==> src/rtl/arbiter_req_agent_if.sv <==
// Requester-side handshake bundle: producer push channel, arbiter req/grant pair and status.
interface arbiter_req_agent_if #(
  parameter int DATA_W = 32,
  parameter int DEPTH  = 4
);
  localparam int LVL_W = $clog2(DEPTH) + 1;

  logic              in_valid;
  logic [DATA_W-1:0] in_data;
  logic              in_ready;
  logic              req;
  logic              grant;
  logic [DATA_W-1:0] out_data;
  logic [LVL_W-1:0]  level;
  logic              starve;
  logic              grant_err;

  // agent side
  modport slave (
    input  in_valid, in_data, grant,
    output in_ready, req, out_data, level, starve, grant_err
  );

  // producer / arbiter side
  modport master (
    output in_valid, in_data, grant,
    input  in_ready, req, out_data, level, starve, grant_err
  );
endinterface

==> src/rtl/arbiter_req_agent.sv <==
// Arbitrated-source endpoint: FWFT FIFO feeding req/grant, with starvation and stray-grant monitors.
module arbiter_req_agent #(
  parameter int DATA_W    = 32,
  parameter int DEPTH     = 4,
  parameter int CNT_W     = 8,
  parameter int STARVE_TH = 64
) (
  input  logic             clk,
  input  logic             rst,
  arbiter_req_agent_if.slave bus
);
  localparam int AW = $clog2(DEPTH);
  localparam logic [CNT_W-1:0] TH = CNT_W'(STARVE_TH);

  logic [DEPTH-1:0][DATA_W-1:0] mem;
  logic [AW:0]      wr_ptr, rd_ptr;
  logic [CNT_W-1:0] wait_cnt;
  logic             err_q;
  logic             full, empty, push, pop;

  // Flags come from registered pointers only, so req/in_ready never depend on grant/in_valid.
  assign empty = (wr_ptr == rd_ptr);
  assign full  = (wr_ptr[AW] != rd_ptr[AW]) && (wr_ptr[AW-1:0] == rd_ptr[AW-1:0]);
  assign push  = bus.in_valid & ~full;
  assign pop   = bus.grant & ~empty;

  always_ff @(posedge clk) begin
    if (!rst) begin
      wr_ptr <= '0;
      rd_ptr <= '0;
    end else begin
      if (push) wr_ptr <= wr_ptr + 1'b1;
      if (pop)  rd_ptr <= rd_ptr + 1'b1;
    end
  end

  always_ff @(posedge clk) begin
    if (rst && push) mem[wr_ptr[AW-1:0]] <= bus.in_data;
  end

  always_ff @(posedge clk) begin
    if (!rst)                   wait_cnt <= '0;
    else if (pop || empty)      wait_cnt <= '0;
    else if (wait_cnt != '1)    wait_cnt <= wait_cnt + 1'b1;
  end

  always_ff @(posedge clk) begin
    if (!rst)                   err_q <= 1'b0;
    else if (bus.grant && empty) err_q <= 1'b1;
  end

  assign bus.in_ready  = ~full;
  assign bus.req       = ~empty;
  assign bus.out_data  = mem[rd_ptr[AW-1:0]];
  assign bus.level     = wr_ptr - rd_ptr;
  assign bus.starve    = (wait_cnt >= TH);
  assign bus.grant_err = err_q;
endmodule

==> src/flat_wrapper.sv <==
// flat-port wrapper written by rule: the top's interface ports become plain ports
module arbiter_req_agent_flat 
#(
  parameter int DATA_W    = 32,
  parameter int DEPTH     = 4,
  parameter int CNT_W     = 8,
  parameter int STARVE_TH = 64
)
  (clk, rst, bus_in_valid, bus_in_data, bus_grant, bus_in_ready, bus_req, bus_out_data, bus_level, bus_starve, bus_grant_err);
  arbiter_req_agent_if #(.DATA_W(DATA_W), .DEPTH(DEPTH)) bus_i ();
  input  logic clk;
  input  logic rst;
  input wire logic [$bits(bus_i.in_valid)-1:0] bus_in_valid;
  input wire logic [$bits(bus_i.in_data)-1:0] bus_in_data;
  input wire logic [$bits(bus_i.grant)-1:0] bus_grant;
  output wire logic [$bits(bus_i.in_ready)-1:0] bus_in_ready;
  output wire logic [$bits(bus_i.req)-1:0] bus_req;
  output wire logic [$bits(bus_i.out_data)-1:0] bus_out_data;
  output wire logic [$bits(bus_i.level)-1:0] bus_level;
  output wire logic [$bits(bus_i.starve)-1:0] bus_starve;
  output wire logic [$bits(bus_i.grant_err)-1:0] bus_grant_err;
  assign bus_i.in_valid = bus_in_valid;
  assign bus_i.in_data = bus_in_data;
  assign bus_i.grant = bus_grant;
  assign bus_in_ready = bus_i.in_ready;
  assign bus_req = bus_i.req;
  assign bus_out_data = bus_i.out_data;
  assign bus_level = bus_i.level;
  assign bus_starve = bus_i.starve;
  assign bus_grant_err = bus_i.grant_err;
  arbiter_req_agent #(.DATA_W(DATA_W), .DEPTH(DEPTH), .CNT_W(CNT_W), .STARVE_TH(STARVE_TH)) u_core (.clk(clk), .rst(rst), .bus(bus_i));
endmodule
==> config.mk <==
export PLATFORM = sky130hd
export DESIGN_NAME = arbiter_req_agent_flat
export DESIGN_NICKNAME = d
export VERILOG_FILES = /design/src/rtl/arbiter_req_agent_if.sv /design/src/rtl/arbiter_req_agent.sv /design/src/flat_wrapper.sv
export SDC_FILE = /design/constraint.sdc
export NUM_CORES = 1
export LEC_CHECK = 0
export CORE_MARGIN = 4
export CORE_UTILIZATION = 55
export CTS_CLUSTER_DIAMETER = 50
export DETAILED_ROUTE_END_ITERATION = 16
export DONT_BUFFER_PORTS = 1
export PLACE_DENSITY = 0.7
export SYNTH_ARGS = -nofsm -noshare
export SYNTH_HDL_FRONTEND = slang
export SYNTH_SLANG_ARGS = --single-unit
==> constraint.sdc <==
create_clock -name clk -period 3.7 [get_ports clk]
set_input_delay 1.11 -clock clk [delete_from_list [all_inputs] [get_ports clk]]
set_output_delay 1.11 -clock clk [all_outputs]
set_load 0.1 [all_outputs]
# After elaboration in Yosys (flattened, before gate mapping)
# Index checks and enable logic that the tools add are counted.
[classes] addsub=4 n_mul=0 div_mod_pow=0 order_cmp=4 n_eq_ne=4 n_shift=0 mux=5 bitwise=5 n_reduce_logical=6
[ops] cell="$bwmux W128" n=1
[ops] cell="$bmux W32 S2" n=1
[ops] cell="$demux W32 S2" n=1
[ops] cell="$mux W32" n=2
[ops] cell="$add A8 B1 Y8 const B" n=1
[ops] cell="$ge A8 B7 Y1 const B" n=1
[ops] cell="$ne A8 B8 Y1 const B" n=1
[ops] cell="$add A3 B1 Y3 const B" n=2
[ops] cell="$lt A2 B3 Y1 const B" n=2
[ops] cell="$logic_and A1 B1 Y1" n=4
[ops] cell="$eq A3 B3 Y1" n=1
[ops] cell="$not A1 Y1" n=3
[ops] cell="$sub A3 B3 Y3" n=1
[ops] cell="$and A1 B1 Y1" n=2
[ops] cell="$eq A2 B2 Y1" n=1
[ops] cell="$ge A2 B1 Y1 const B" n=1
[ops] cell="$reduce_or A2 Y1" n=1
[ops] cell="$logic_or A1 B1 Y1" n=1
[ops] cell="$ne A1 B1 Y1" n=1
[totals] reg_bits=143 latchBits=0 ramBits=0 romBits=0 in_bits=36 output_inout_bits=39 wordCells=36 mem_count=0

# Depth between registers and ports, before layout
[depth] depth_word=5 depth_mapped=7 depth_no_buf=5

# Worst setup path after synthesis
# Ideal clock, no wire load.
[synth_path] kind="reg2out" from="reg u_core.wr_ptr[0]" to="out bus_level[2]" t_arrival_ps=2586 required_ps=2590 slack_ps=4 path_stages_with_launch=5 path_buffers=0 cell_sequence="dfxtp_1 -> inv_1 -> ha_1 -> fa_1 -> xnor2_1"
[synth_between] elab_chain_cells=1
[synth_rtl] element="start, declared" line_no="arbiter_req_agent.sv:16" rtl="logic [AW:0] wr_ptr, rd_ptr;"
[synth_rtl] element="start signal, assigned" line_no="arbiter_req_agent.sv:32" rtl="if (push) wr_ptr <= wr_ptr + 1'b1;"
[synth_rtl] element="$sub A3 B3 Y3" line_no="arbiter_req_agent.sv:55" rtl="assign bus.level = wr_ptr - rd_ptr;"
[synth_rtl] element="end, declared" line_no="flat_wrapper.sv:19" rtl="output wire logic [$bits(bus_i.level)-1:0] bus_level;"
# No other way between the ends.

# Final worst setup path
[layout_path] from="reg u_core.rd_ptr[0]" to="out bus_out_data[24]"
[layout_between] elab_chain_cells=2
[layout_rtl] element="start, declared" line_no="arbiter_req_agent.sv:16"
[layout_rtl] element="start signal, assigned" line_no="arbiter_req_agent.sv:33" rtl="if (pop) rd_ptr <= rd_ptr + 1'b1;"
[layout_rtl] element="$bmux W32 S2" line_no="arbiter_req_agent.sv:54" rtl="assign bus.out_data = mem[rd_ptr[AW-1:0]];"
[layout_rtl] element="$mux W32 (not written as such)" line_no="arbiter_req_agent.sv:54"
[layout_rtl] element="end, declared" line_no="flat_wrapper.sv:18" rtl="output wire logic [$bits(bus_i.out_data)-1:0] bus_out_data;"
# No other way between the ends. The select of a mux whose other input is x is not followed.

==> metrics.yaml <==
routing:
  detail_route.vias_per_cell: 5.879
  wirelength_mm: 9.462
  detailedRoute.firstIterationViolations: 166
  antenna_violating_nets_post_route: 0
  drcViolationCount: 0
  wirelength_per_cell_um: 21.22
  routedLengthMet1_mm: 3.772
  route.top_layer_used: "met4"
  detailroute.via_count: 2622
  met3_length_um: 618
  wl_met2_mm: 4.937
  detailedRoute.firstPassIterationCount: 4
pwr:
  vdd.ir_drop.worst_uv: 426.6
  power_density_nw_per_um2: 859.1
  finalPower_uw: 5452
  power_leakage_uw: 0.002073
finish:
  areaGrowthSynthToFinish_pct: 14.88
  diodes_inserted: 0
  drive_above_1_share_pct: 27.16
  layout.filler_cells: 657
  layout.nets: 346
  regArea_um2: 4146
  final_core_util_pct: 64.93
  multiInputGateArea_um2: 1301
logic_synthesis:
  syn-cell-area_um2: 5524
  ys_top_cells_by_area: "sky130_fd_sc_hd__edfxtp_1 70%, sky130_fd_sc_hd__mux4_2 13%, sky130_fd_sc_hd__dfxtp_1 5.4%"
  synth.largest_area_cell: "sky130_fd_sc_hd__edfxtp_1"
  avgSynthCellArea_um2: 19.94
  synth_top_area_share_pct: 69.58
  yosys-top-cells-count: "128 x sky130_fd_sc_hd__edfxtp_1, 32 x sky130_fd_sc_hd__mux4_2, 15 x sky130_fd_sc_hd__dfxtp_1"
  synth-warning-count: 0
  mappedNetlistNets: 322
  netlist-cell-type-count: 39
  count_of_state_elements_after_synthesis: 143
  synth_edf_count: 128
  synth_top_flop_cell: "sky130_fd_sc_hd__edfxtp_1"
  postSynth.asyncResetShare_pct: 0
  netlist_instances: 277
  most_common_cell_in_the_netlist: "sky130_fd_sc_hd__edfxtp_1"
  share_of_the_yosys_chip_area_belonging_to_registers_pct: 75.02
sta:
  layout_min_cycle_time_ns: 3.362
  holdWs_ns: 0.5058
  period_share_pct: 90.86
  hold_viol: 0
  max_slew.worst_pin.slew_ns: 0.9722
  worst_clock_skew_ns: 0.007943
  finalMaxSlewViolations: 0
  fin_tns_setup_ns: 0
  max_clock_freq_mhz: 297.4
  grt_setup_unrepaired: "no"
  setup_violations: 0
  timing.max_slew.rel_slack_pct: 35.10
floorplan:
  die_w_um: 108.2
  initial_core_utilization_pct: 56.52
  fp-row-count: 36
  core-area_um2: 9774
  die_y_um: 108.2
  die_area_um2: 11710
  number_of_top_level_design_ports: 75
clocking:
  clockRootBuffer: "sky130_fd_sc_hd__clkbuf_8"
  cts_tree: "done"
  number_of_h_tree_levels: 4
  clock_transition_at_path_regs_ns: 0.06
  post_cts_buffers: 0
  cts.path.max_buffers: 2
  numCtsBuffers: 17
  hold_buffers: 0
  post_cts_resized: 0
  cts.sink_count: 143
  clk_latency_ns: 0.52
global_routing:
  grt_remaining_overflow: 0
  number_of_global_route_vias_before_repair: 2820
  first_pass_grt_wire_length_mm: 15.08
  grt_usage_pct: 17.87
  number_of_antenna_violations_at_the_first_check_in_global_routing: 0
  grt_max_degree: 24
critical_path:
  cp_data_arrival_time_ns: 2.25
  critical_path_class: "reg -> out"
  reg2reg_from: "u_core.rd_ptr[0]"
  worst-endpoint-required_ns: 2.59
  worst_setup_path_end_kind: "output port"
  path_max_fanout: 23
  worstRegToRegCells: 5
  worstReg2RegEnd: "u_core.mem[36]"
  worst_setup_path_start_kind: "flop"
  reg2reg_setup_slack_ns: 0.84
run:
  cap_viol_max_count: 0
hold_path:
  holdCritPathClass: "reg -> reg"
  holdPathStages: 2
  worst_hold_path.endpoint: "u_core.wr_ptr[0]"
  hold_path_startpoint: "u_core.wr_ptr[0]"
run_status:
  run_status: "completed"
place:
  globalplace.congestion: 0.7931
  placement.io_buffers: 0
  hpwl_mm: 6.274
==> final cells by class <==
| class | instances | share of cell area (%) |
|---|---|---|
| Timing Repair Buffer | 16 | 2.090 |
| Clock buffer | 18 | 6.585 |
| Inverter | 11 | 0.6506 |
| Tap cell | 133 | 2.622 |
| Clock inverter | 13 | 2.208 |
| Sequential cell | 143 | 65.34 |
| Multi-Input combinational cell | 112 | 20.50 |
==> state kept, by name, summed over array words and instances (netlist names) <==
signal and cells:
u_core.bus.grant_err 1, u_core.mem 128, u_core.rd_ptr 3, u_core.wait_cnt 8, u_core.wr_ptr 3
==> layout by cell type (no fill, tap or decap), types with 5 or more instances in the layout <==
cell                        count
sky130_fd_sc_hd__edfxtp_1     128
sky130_fd_sc_hd__mux4_2        32
sky130_fd_sc_hd__clkbuf_16     16
sky130_fd_sc_hd__buf_4         15
sky130_fd_sc_hd__dfxtp_1       13
sky130_fd_sc_hd__inv_1         11
sky130_fd_sc_hd__nand2_1       11
sky130_fd_sc_hd__ha_1           8
sky130_fd_sc_hd__nor3_1         7
sky130_fd_sc_hd__mux2i_1        5
sky130_fd_sc_hd__a21oi_1        5
==> critical path, cell delays in order (launching register included) <==
cell and delay (ns):
sky130_fd_sc_hd__dfxtp_2 0.62, sky130_fd_sc_hd__buf_12 0.28, sky130_fd_sc_hd__mux4_2 0.82
==> per-layer routing <==
metal / GRT usage, % / vias to the layer above
met2: 29.13 / 76
met4: 8.115 / 0
li1: - / 1170
met3: 5.791 / 13
met1: 21.96 / 1363
met5: 0 / -
==> power breakdown <==
part / leakage (µW) / switching, µW / internal (µW)
combinational: 0.000521 / 1540 / 370
clock: 0.000267 / 638 / 957
sequential: 0.00129 / 91.7 / 1860
total: 0.00207 / 2270 / 3180
==> kinds of logic after synthesis <==
group	after synthesis	synth area share (%)
AND/OR/NAND/NOR	42	4.077
flip-flops	143	75.02
buffers and inverters	22	1.653
AO/OA/AOI/OAI	21	2.514
XOR/XNOR	3	0.6117
multiplexers	37	13.95
adder cells (fa/ha/maj)	9	2.174
==> how the worst max path moves through the flow <==
stage                                 from          endpoint  slack (ns)  cells past startpoint
after floorplan           u_core.wr_ptr[0]      bus_level[2]       0.004                      4
after global placement    u_core.rd_ptr[0]   bus_out_data[2]        0.82                      2
after detailed placement  u_core.rd_ptr[0]    u_core.mem[20]        0.81                      5
after CTS                 u_core.rd_ptr[0]   bus_out_data[2]        0.26                      2
after global routing      u_core.rd_ptr[0]   bus_out_data[0]        0.18                      2
final                     u_core.rd_ptr[0]  bus_out_data[24]        0.34                      2
==> per-stage QoR <==
stage	std cells	area (µm²)	setup slack (ns)
floorplan	277	5524	0.004210
global placement	415	5788	0.8203
detailed placement	415	5788	0.8115
CTS	446	6346	0.2594
global route	446	6346	0.1755
finish	446	6346	0.3381
Note: power is estimated with default switching activity, not from simulation.
